## src/rtl/demux_pkg.sv

```systemverilog
// Shared types and helpers for the 1-to-4 registered stream demultiplexer.
package demux_pkg;

    localparam int NOUT  = 4;
    localparam int SEL_W = 2;

    typedef logic [SEL_W-1:0] sel_t;
    typedef logic [NOUT-1:0]  chmask_t;

    // Number of set bits in a channel mask (0..4).
    function automatic logic [2:0] popcount(chmask_t m);
        popcount = 3'(m[0]) + 3'(m[1]) + 3'(m[2]) + 3'(m[3]);
    endfunction

endpackage

```

## src/rtl/demux_route4_if.sv

```systemverilog
// Producer-side and consumer-side signals of the 1-to-4 demultiplexer, bundled.
interface demux_route4_if
    import demux_pkg::*;
#(
    parameter int WIDTH = 4,
    parameter int CNT_W = 8
);
    logic             in_valid;
    logic             in_ready;
    sel_t             sel;
    logic [WIDTH-1:0] inp;
    chmask_t          out_valid;
    chmask_t          out_ready;
    logic [WIDTH-1:0] out0;
    logic [WIDTH-1:0] out1;
    logic [WIDTH-1:0] out2;
    logic [WIDTH-1:0] out3;
    sel_t             last_sel;
    logic [CNT_W-1:0] delivered;

    modport master (
        output in_valid, sel, inp, out_ready,
        input  in_ready, out_valid, out0, out1, out2, out3, last_sel, delivered
    );

    modport slave (
        input  in_valid, sel, inp, out_ready,
        output in_ready, out_valid, out0, out1, out2, out3, last_sel, delivered
    );
endinterface

```

## src/rtl/demux_slot.sv

```systemverilog
// One-entry output slot: a load always wins over a take, so a slot can be
// emptied and refilled in the same cycle.
module demux_slot #(
    parameter int WIDTH = 4
) (
    input  logic             clk,
    input  logic             rst_n,
    input  logic             load,
    input  logic             take,
    input  logic [WIDTH-1:0] din,
    output logic             valid,
    output logic [WIDTH-1:0] dout
);

    // NOTE: state registers use non-blocking assignments so every slot samples
    // the same pre-edge values regardless of evaluation order.
    always_ff @(posedge clk or negedge rst_n) begin
        if (!rst_n) begin
            valid <= 1'b0;
            dout  <= '0;
        end else if (load) begin
            valid <= 1'b1;
            dout  <= din;
        end else if (take) begin
            valid <= 1'b0;
        end
    end

endmodule

```

## src/rtl/demux_route4.sv

```systemverilog
// Registered 1-to-4 stream demultiplexer with per-channel backpressure and a
// running count of words taken by the consumers.
module demux_route4
    import demux_pkg::*;
#(
    parameter int WIDTH = 4,
    parameter int CNT_W = 8
) (
    input  logic           clk,
    input  logic           rst_n,
    demux_route4_if.slave  bus
);

    chmask_t          valid;
    chmask_t          take;
    chmask_t          load;
    logic             ready;
    logic             acc;
    logic [WIDTH-1:0] data [NOUT];

    // Only the addressed slot gates acceptance; other full slots never block.
    assign ready = !valid[bus.sel] || bus.out_ready[bus.sel];
    assign acc   = bus.in_valid && ready;
    assign take  = valid & bus.out_ready;

    // NOTE: the default assignment first keeps this decode free of latches.
    always_comb begin
        load = '0;
        if (acc) begin
            load[bus.sel] = 1'b1;
        end
    end

    for (genvar k = 0; k < NOUT; k++) begin : g_slot
        demux_slot #(.WIDTH(WIDTH)) u_slot (
            .clk   (clk),
            .rst_n (rst_n),
            .load  (load[k]),
            .take  (take[k]),
            .din   (bus.inp),
            .valid (valid[k]),
            .dout  (data[k])
        );
    end

    always_ff @(posedge clk or negedge rst_n) begin
        if (!rst_n) begin
            bus.last_sel  <= '0;
            bus.delivered <= '0;
        end else begin
            if (acc) begin
                bus.last_sel <= bus.sel;
            end
            bus.delivered <= bus.delivered + CNT_W'(popcount(take));
        end
    end

    assign bus.in_ready  = ready;
    assign bus.out_valid = valid;
    assign bus.out0      = data[0];
    assign bus.out1      = data[1];
    assign bus.out2      = data[2];
    assign bus.out3      = data[3];

endmodule

```

## src/flat_wrapper.sv

```systemverilog
// flat-port wrapper written by rule: the top's interface ports become plain ports
module demux_route4_flat import demux_pkg::*;
#(
    parameter int WIDTH = 4,
    parameter int CNT_W = 8
)
  (clk, rst_n, bus_in_valid, bus_sel, bus_inp, bus_out_ready, bus_in_ready, bus_out_valid, bus_out0, bus_out1, bus_out2, bus_out3, bus_last_sel, bus_delivered);
  demux_route4_if #(.WIDTH(WIDTH), .CNT_W(CNT_W)) bus_i ();
  input  logic clk;
  input  logic rst_n;
  input wire logic [$bits(bus_i.in_valid)-1:0] bus_in_valid;
  input wire logic [$bits(bus_i.sel)-1:0] bus_sel;
  input wire logic [$bits(bus_i.inp)-1:0] bus_inp;
  input wire logic [$bits(bus_i.out_ready)-1:0] bus_out_ready;
  output wire logic [$bits(bus_i.in_ready)-1:0] bus_in_ready;
  output wire logic [$bits(bus_i.out_valid)-1:0] bus_out_valid;
  output wire logic [$bits(bus_i.out0)-1:0] bus_out0;
  output wire logic [$bits(bus_i.out1)-1:0] bus_out1;
  output wire logic [$bits(bus_i.out2)-1:0] bus_out2;
  output wire logic [$bits(bus_i.out3)-1:0] bus_out3;
  output wire logic [$bits(bus_i.last_sel)-1:0] bus_last_sel;
  output wire logic [$bits(bus_i.delivered)-1:0] bus_delivered;
  assign bus_i.in_valid = bus_in_valid;
  assign bus_i.sel = bus_sel;
  assign bus_i.inp = bus_inp;
  assign bus_i.out_ready = bus_out_ready;
  assign bus_in_ready = bus_i.in_ready;
  assign bus_out_valid = bus_i.out_valid;
  assign bus_out0 = bus_i.out0;
  assign bus_out1 = bus_i.out1;
  assign bus_out2 = bus_i.out2;
  assign bus_out3 = bus_i.out3;
  assign bus_last_sel = bus_i.last_sel;
  assign bus_delivered = bus_i.delivered;
  demux_route4 #(.WIDTH(WIDTH), .CNT_W(CNT_W)) u_core (.clk(clk), .rst_n(rst_n), .bus(bus_i));
endmodule
```

## config.mk

```make
export PLATFORM = sky130hd
export DESIGN_NAME = demux_route4_flat
export DESIGN_NICKNAME = d
export VERILOG_FILES = /design/src/rtl/demux_pkg.sv /design/src/rtl/demux_route4_if.sv /design/src/rtl/demux_slot.sv /design/src/rtl/demux_route4.sv /design/src/flat_wrapper.sv
export SDC_FILE = /design/constraint.sdc
export NUM_CORES = 1
export LEC_CHECK = 0
export ABC_AREA = 1
export CELL_PAD_IN_SITES_DETAIL_PLACEMENT = 0
export CELL_PAD_IN_SITES_GLOBAL_PLACEMENT = 2
export CORE_MARGIN = 5
export CORE_UTILIZATION = 28
export DETAILED_ROUTE_END_ITERATION = 10
export MAX_ROUTING_LAYER = met4
export PLACE_DENSITY_LB_ADDON = 0.1
export SLEW_MARGIN = 20
export SYNTH_ARGS = -nofsm -noshare
export SYNTH_HDL_FRONTEND = slang
export SYNTH_HIERARCHICAL = 1
export SYNTH_SLANG_ARGS = --single-unit
```

## constraint.sdc

```tcl
create_clock -name clk -period 3.5 [get_ports clk]
set_input_delay 0.525 -clock clk [delete_from_list [all_inputs] [get_ports clk]]
set_output_delay 0.525 -clock clk [all_outputs]
set_load 0.03 [all_outputs]
```

==> Yosys cells after proc, flatten, opt, wreduce, memory -nomap -nowiden <==
Index checks and enable logic that the tools add are counted.
{ "classes": {"order_cmp": 2, "addsub": 4, "reduce_logical": 8, "n_mux": 15, "n_bitwise": 1} }
{ "op_table": {"columns": ["op", "n"], "rows": [
  ["$mux 1", 11],
  ["$add 8x3->8", 1],
  ["$reduce_bool 2->1", 4],
  ["$add 3x1->3", 2],
  ["$and 4x4->4", 1],
  ["$bmux 1 s2", 2],
  ["$mux 4", 1],
  ["$lt 2x3->1 const B", 1],
  ["$add 1x1->2", 1],
  ["$demux 1 s2", 1],
  ["$ge 2x1->1 const B", 1],
  ["$logic_and 1x1->1", 2],
  ["$logic_not 1->1", 1],
  ["$logic_or 1x1->1", 1]
]} }
{ "word_totals": {"output_inout_bits": 31, "ff_bits": 30, "inputBits": 13} }

==> Logic depth before layout (Yosys ltp) <==
{ "depth": {"ltp_word": 7, "depth_mapped": 12, "depth_no_buf": 11} }

==> Cells and area by module <==
The synthesis kept the hierarchy.
{ "by_module_without_submodules": {"columns": ["mod", "area_each_um2", "cells_per_inst", "seq_area_each_um2", "instances"], "rows": [
  ["demux_slot", 185.2, 21, 125.1, 4],
  ["demux_route4", 641.9, 81, 250.2, 1]
]} }

==> Worst setup path before layout <==
OpenSTA, ideal clock, no wires.
{ "synth_path": {"path_kind": "register to register", "from": "reg u_core.g_slot[0].u_slot.valid", "to": "reg u_core.bus.delivered[6]", "synth_period_minus_slack_ns": 2.505, "arrival_ns": 2.372, "path_stages_with_launch": 8, "setup_slack_ns": 0.995, "setup_ns": 0.133, "path_buffers": 0, "cell_sequence": "dfrtp_1 > nand2_1 > fa_1 > fa_1 > fa_1 > nor2_1 > nand3_1 > xnor2_1"} }
{ "synth_between": {"elab_chain_cells": 5} }
{ "synth_lines": {"columns": ["element", "line", "text"], "rows": [
  ["from (decl)", "demux_slot.sv:11", "output logic valid,"],
  ["from (signal assigned)", "demux_slot.sv:19", "valid <= 1'b0;"],
  ["from (signal assigned)", "demux_slot.sv:22", "valid <= 1'b1;"],
  ["from (signal assigned)", "demux_slot.sv:25", "valid <= 1'b0;"],
  ["$and 4x4->4", "demux_route4.sv:24", "assign take = valid & bus.out_ready;"],
  ["$add 1x1->2", "demux_pkg.sv:12", "popcount = 3'(m[0]) + 3'(m[1]) + 3'(m[2]) + 3'(m[3]);"],
  ["$add 3x1->3 (2 in series)", "demux_pkg.sv:12", null],
  ["$add 8x3->8", "demux_route4.sv:54", "bus.delivered <= bus.delivered + CNT_W'(popcount(take));"],
  ["to (signal assigned)", "demux_route4.sv:54", null],
  ["to (decl)", "demux_route4_if.sv:28", "output in_ready, out_valid, out0, out1, out2, out3, last_sel, delivered"]
]} }
Every way passes these cells.
A chain may end at the register's enable or synchronous reset.

==> Worst setup path after layout <==
{ "layout_path": {"from": "in bus_sel[0]", "to": "out bus_in_ready"} }
{ "layout_between": {"elab_chain_cells": 4} }
{ "layout_lines": {"columns": ["element", "line", "text"], "rows": [
  ["from (decl)", "flat_wrapper.sv:12", "input wire logic [$bits(bus_i.sel)-1:0] bus_sel;"],
  ["$bmux 1 s2", "demux_route4.sv:22", "assign ready = !valid[bus.sel] || bus.out_ready[bus.sel];"],
  ["$mux 1 (implied by the code)", "demux_route4.sv:22", null],
  ["$logic_not 1->1", "demux_route4.sv:22", null],
  ["$logic_or 1x1->1 (*)", "demux_route4.sv:22", null],
  ["to (decl)", "flat_wrapper.sv:15", "output wire logic [$bits(bus_i.in_ready)-1:0] bus_in_ready;"]
]} }
Mark *: on every way between the ends. The rest lies on a longest branch, timed or not. The select of a mux whose other input is x is not followed.

==> summary.md <==
| Metric | Value |
|---|---|
| GRT overflow | `0` |
| Post-layout min period | `2.80 ns` |
| Antenna Cells | `0` |
| Die X-Extent | `between 80 and 90 um` |
| Count of input and output buffers | `43` |
| Share of cells above drive strength 1 | `7.44%` |
| Cts bufs inserted | `5` |
| Vias | `1118` |
| Pint | `roughly 900 uW` |
| Vias per inst | `around 4.0` |
| Crit share post-route | `80.1%` |
| Yosys Warn Count | `6` |
| First-pass GRT wire length | `just under 6000 um` |
| Outcome | `completed` |
| Final hold vios | `0` |
| Crit path launch | `bus_sel[0]` |
| Power Density | `slightly below 800 mW/mm2` |
| Reg2Reg Launch Point | `u_core/g_slot[0].u_slot/valid` |
| Mapped Avg Cell Area | `~8.4 um2` |
| Gpl congestion | `between 0.7 and 0.8` |
| Post-CTS Hold Fix Bufs | `0` |
| Sequential Area | `around 750 um2` |
| Reg-to-Reg End | `u_core/bus.delivered[6]` |
| Yosys reg bits | `30` |
| Reg2reg setup slack | `1.10 ns` |
| CP startpoint kind | `primary input` |
| Placement row count | `25` |
| WP data arrival | `about 2.3 ns` |
| Leakage | `0.00102 uW` |
| Sequential share of the synthesized area | `a little over half` |
| Mapped cell area | `~0.0014 mm2` |
| Clock latency on the worst-skew pair | `between 0.2 and 0.3 ns` |
| Worst-path clk slew | `0.06 ns` |
| Worst Setup End Kind | `output pin` |
| Max incr delay on CP | `around 0.67 ns` |
| Worst-Margin Slew | `0.436 ns` |
| CP delay by family, top | `buffers and inverters` |
| Maximum root-to-sink buffer count | `2` |
| CP Class | `primary input to output pin` |
| Die height | `80.3 um` |
| Reg2reg path depth | `7` |
| DRT iter0 DRCs | `23` |
| Die ar. | `about 0.0064 mm2` |
| Max VDD drop | `approximately 0.00027 V` |
| Routed Antenna Nets | `0` |
| # setup viols final | `0` |
| Crit path max fanout | `8` |
| Vias in the first global route | `about 1200` |
| WP data required | `between 2 and 3 ns` |
| CTS tree | `yes` |
| Crit path cell chain | `clkdlybuf4s50_1 -> inv_2 -> nand2_1 -> nand2_1 -> nand2_1 -> nand2_1 -> nand2_4 -> clkdlybuf4s50_1` |
| Total global-route track usage | `approximately an eighth` |
| Comb pwr share | `48.1%` |
| Clk pwr share | `16.0%` |
| Fmax | `roughly 360 MHz` |
| CP max stage cell | `clkdlybuf4s50_1` |
| Final WS setup | `~0.70 ns` |
| Initial core utilization | `a little under 30%` |
| Synth Instances | `approximately 170` |
| Levels on crit path | `8` |
| Net switching power | `approximately 650 uW` |
| RSZ-0062 raised after global routing | `false` |
| NumNets Final | `232` |
| Clock skew | `around 0.0081 ns` |
| Setup crit end | `bus_in_ready` |
| Syn nets | `between 150 and 200` |
| Num ports | `44` |
| Netlist cell types | `15` |
| Crit path top cell by count | `nand2_1` |
| Util after Layout | `41.4%` |
| Maximum number of pins on one net before global-route repair | `31` |
| Htree depth | `2` |
| Sw Ratio | `41.7%` |
| Hold WC Path Type | `flop to flop` |
| DRC | `0` |
| Clock sinks | `30` |
| # Max-Cap Violations | `0` |
| Place WS | `around 0.47 ns` |
| Setup Fix Bufs, Post-CTS | `0` |
| P&R area growth vs syn | `42.4%` |
| Root buffer cell | `clkbuf_8` |
| Register share of total power | `35.8%` |
| Initial antenna violation count | `0` |
| Core Region | `roughly 0.0048 mm2` |
| Multi-input gate area in the final layout | `about 530 um2` |
| Final count of pins violating max slew | `0` |
| First-pass DRT Iterations | `4` |
| Final HPWL DP | `2600 um` |
| Post-route setup TNS | `0 ns` |
| Final wirelength | `3310 um` |
| Resized cells post-CTS | `0` |
| Routed len/inst | `around 12 um` |
| Worst path bufs/invs | `3` |
| Total Power | `around 1600 uW` |
| Fill count | `about 500` |
| Hold Slack | `about 0.47 ns` |
| Rel. slew slack | `70.8%` |
==> layer usage <==
metal | global-route usage [%] | vias to the layer above | part of all wire, %
li1 | - | 585 | -
met1 | 15.5 | 501 | 48
met2 | 18.7 | 28 | 45
met3 | 3.70 | 4 | 5.7
met4 | 4.05 | 0 | 1.0
met5 | - | - | 0
==> flip-flops by register name, summed over array words and instances, names as in the netlist <==
name / cells
u_core/g_slot.u_slot/valid: 4
u_core/bus.last_sel: 2
u_core/g_slot.u_slot/dout: 16
u_core/bus.delivered: 8
==> synthesized netlist by cell type <==
master,count,area share (%)
nor2_1,7,1.9
buf_6,1,0.81
inv_1,17,4.6
xor2_1,3,1.9
nor2_2,1,0.45
nand3_2,1,0.72
nand2_1,84,23
xnor2_1,2,1.3
fa_1,3,4.3
inv_2,6,1.6
nand3b_1,1,0.54
nand2_4,2,1.6
dfrtp_1,30,54
nand3_1,6,2.2
ha_1,1,0.90
==> metrics by stage <==
| stage | std cells | cell area, um2 |
|---|---|---|
| after floorplan | 165 | 1380 |
| after global placement | 275 | 1890 |
| after detailed placement | 275 | 1890 |
| after CTS | 282 | 1970 |
| after global routing | 282 | 1970 |
| final | 282 | 1970 |
==> cell type report <==
cell class / count / share of cell area [%]
Clock buffer: 7 / 3.88
Inverter: 23 / 4.38
Multi-Input combinational cell: 111 / 27.1
Sequential cell: 30 / 38.1
Tap cell: 67 / 4.26
Timing Repair Buffer: 44 / 22.2
==> kinds of logic after synthesis <==
logic type / Yosys count / share of synthesized area [%]
XOR/XNOR: 5 / 3.17
buffers and inverters: 24 / 7.06
flip-flops: 30 / 54.3
AND/OR/NAND/NOR: 102 / 30.2
adder cells (fa/ha/maj): 4 / 5.25
==> worst min-delay path, cell delays in order (launching register included) <==
cell and delay (ns):
dfrtp_1 0.34, nand2_1 0.05, nand2_1 0.05
==> power by group through the flow <==
stage	sequential [uW]	combinational [uW]	clock, uW
2_1_floorplan	779	222	0
3_3_place_gp	564	760	0
3_5_place_dp	566	766	0
4_1_cts	562	768	263
5_1_grt	583	825	282
6_report	560	753	251
==> worst min path at each step <==
stage / startpoint / to / slack, ns / cells after the start
after floorplan: rst_n / u_core/bus.delivered[0] / 0.23 / 0
after global placement: u_core/g_slot[2].u_slot/dout[2] / u_core/g_slot[2].u_slot/dout[2] / 0.46 / 2
after detailed placement: u_core/g_slot[0].u_slot/dout[2] / u_core/g_slot[0].u_slot/dout[2] / 0.46 / 2
after CTS: u_core/g_slot[0].u_slot/dout[2] / u_core/g_slot[0].u_slot/dout[2] / 0.47 / 2
after global routing: u_core/g_slot[1].u_slot/dout[3] / u_core/g_slot[1].u_slot/dout[3] / 0.51 / 2
final: u_core/g_slot[2].u_slot/dout[2] / u_core/g_slot[2].u_slot/dout[2] / 0.47 / 2
==> placed cells by master (no fill, tap or decap) <==
master           netlist  layout
nor2_2                 1       1
clkbuf_8               0       5
nand2_4                2       2
fa_1                   3       3
nor2_1                 7       7
clkbuf_1               0       2
inv_2                  6       6
inv_1                 17      17
clkdlybuf4s50_1        0      43
nand3_1                6       6
buf_4                  0       1
nand3b_1               1       1
nand2_1               84      84
xnor2_1                2       2
ha_1                   1       1
xor2_1                 3       3
nand3_2                1       1
dfrtp_1               30      30
Note: power is estimated with default switching activity, not from simulation.
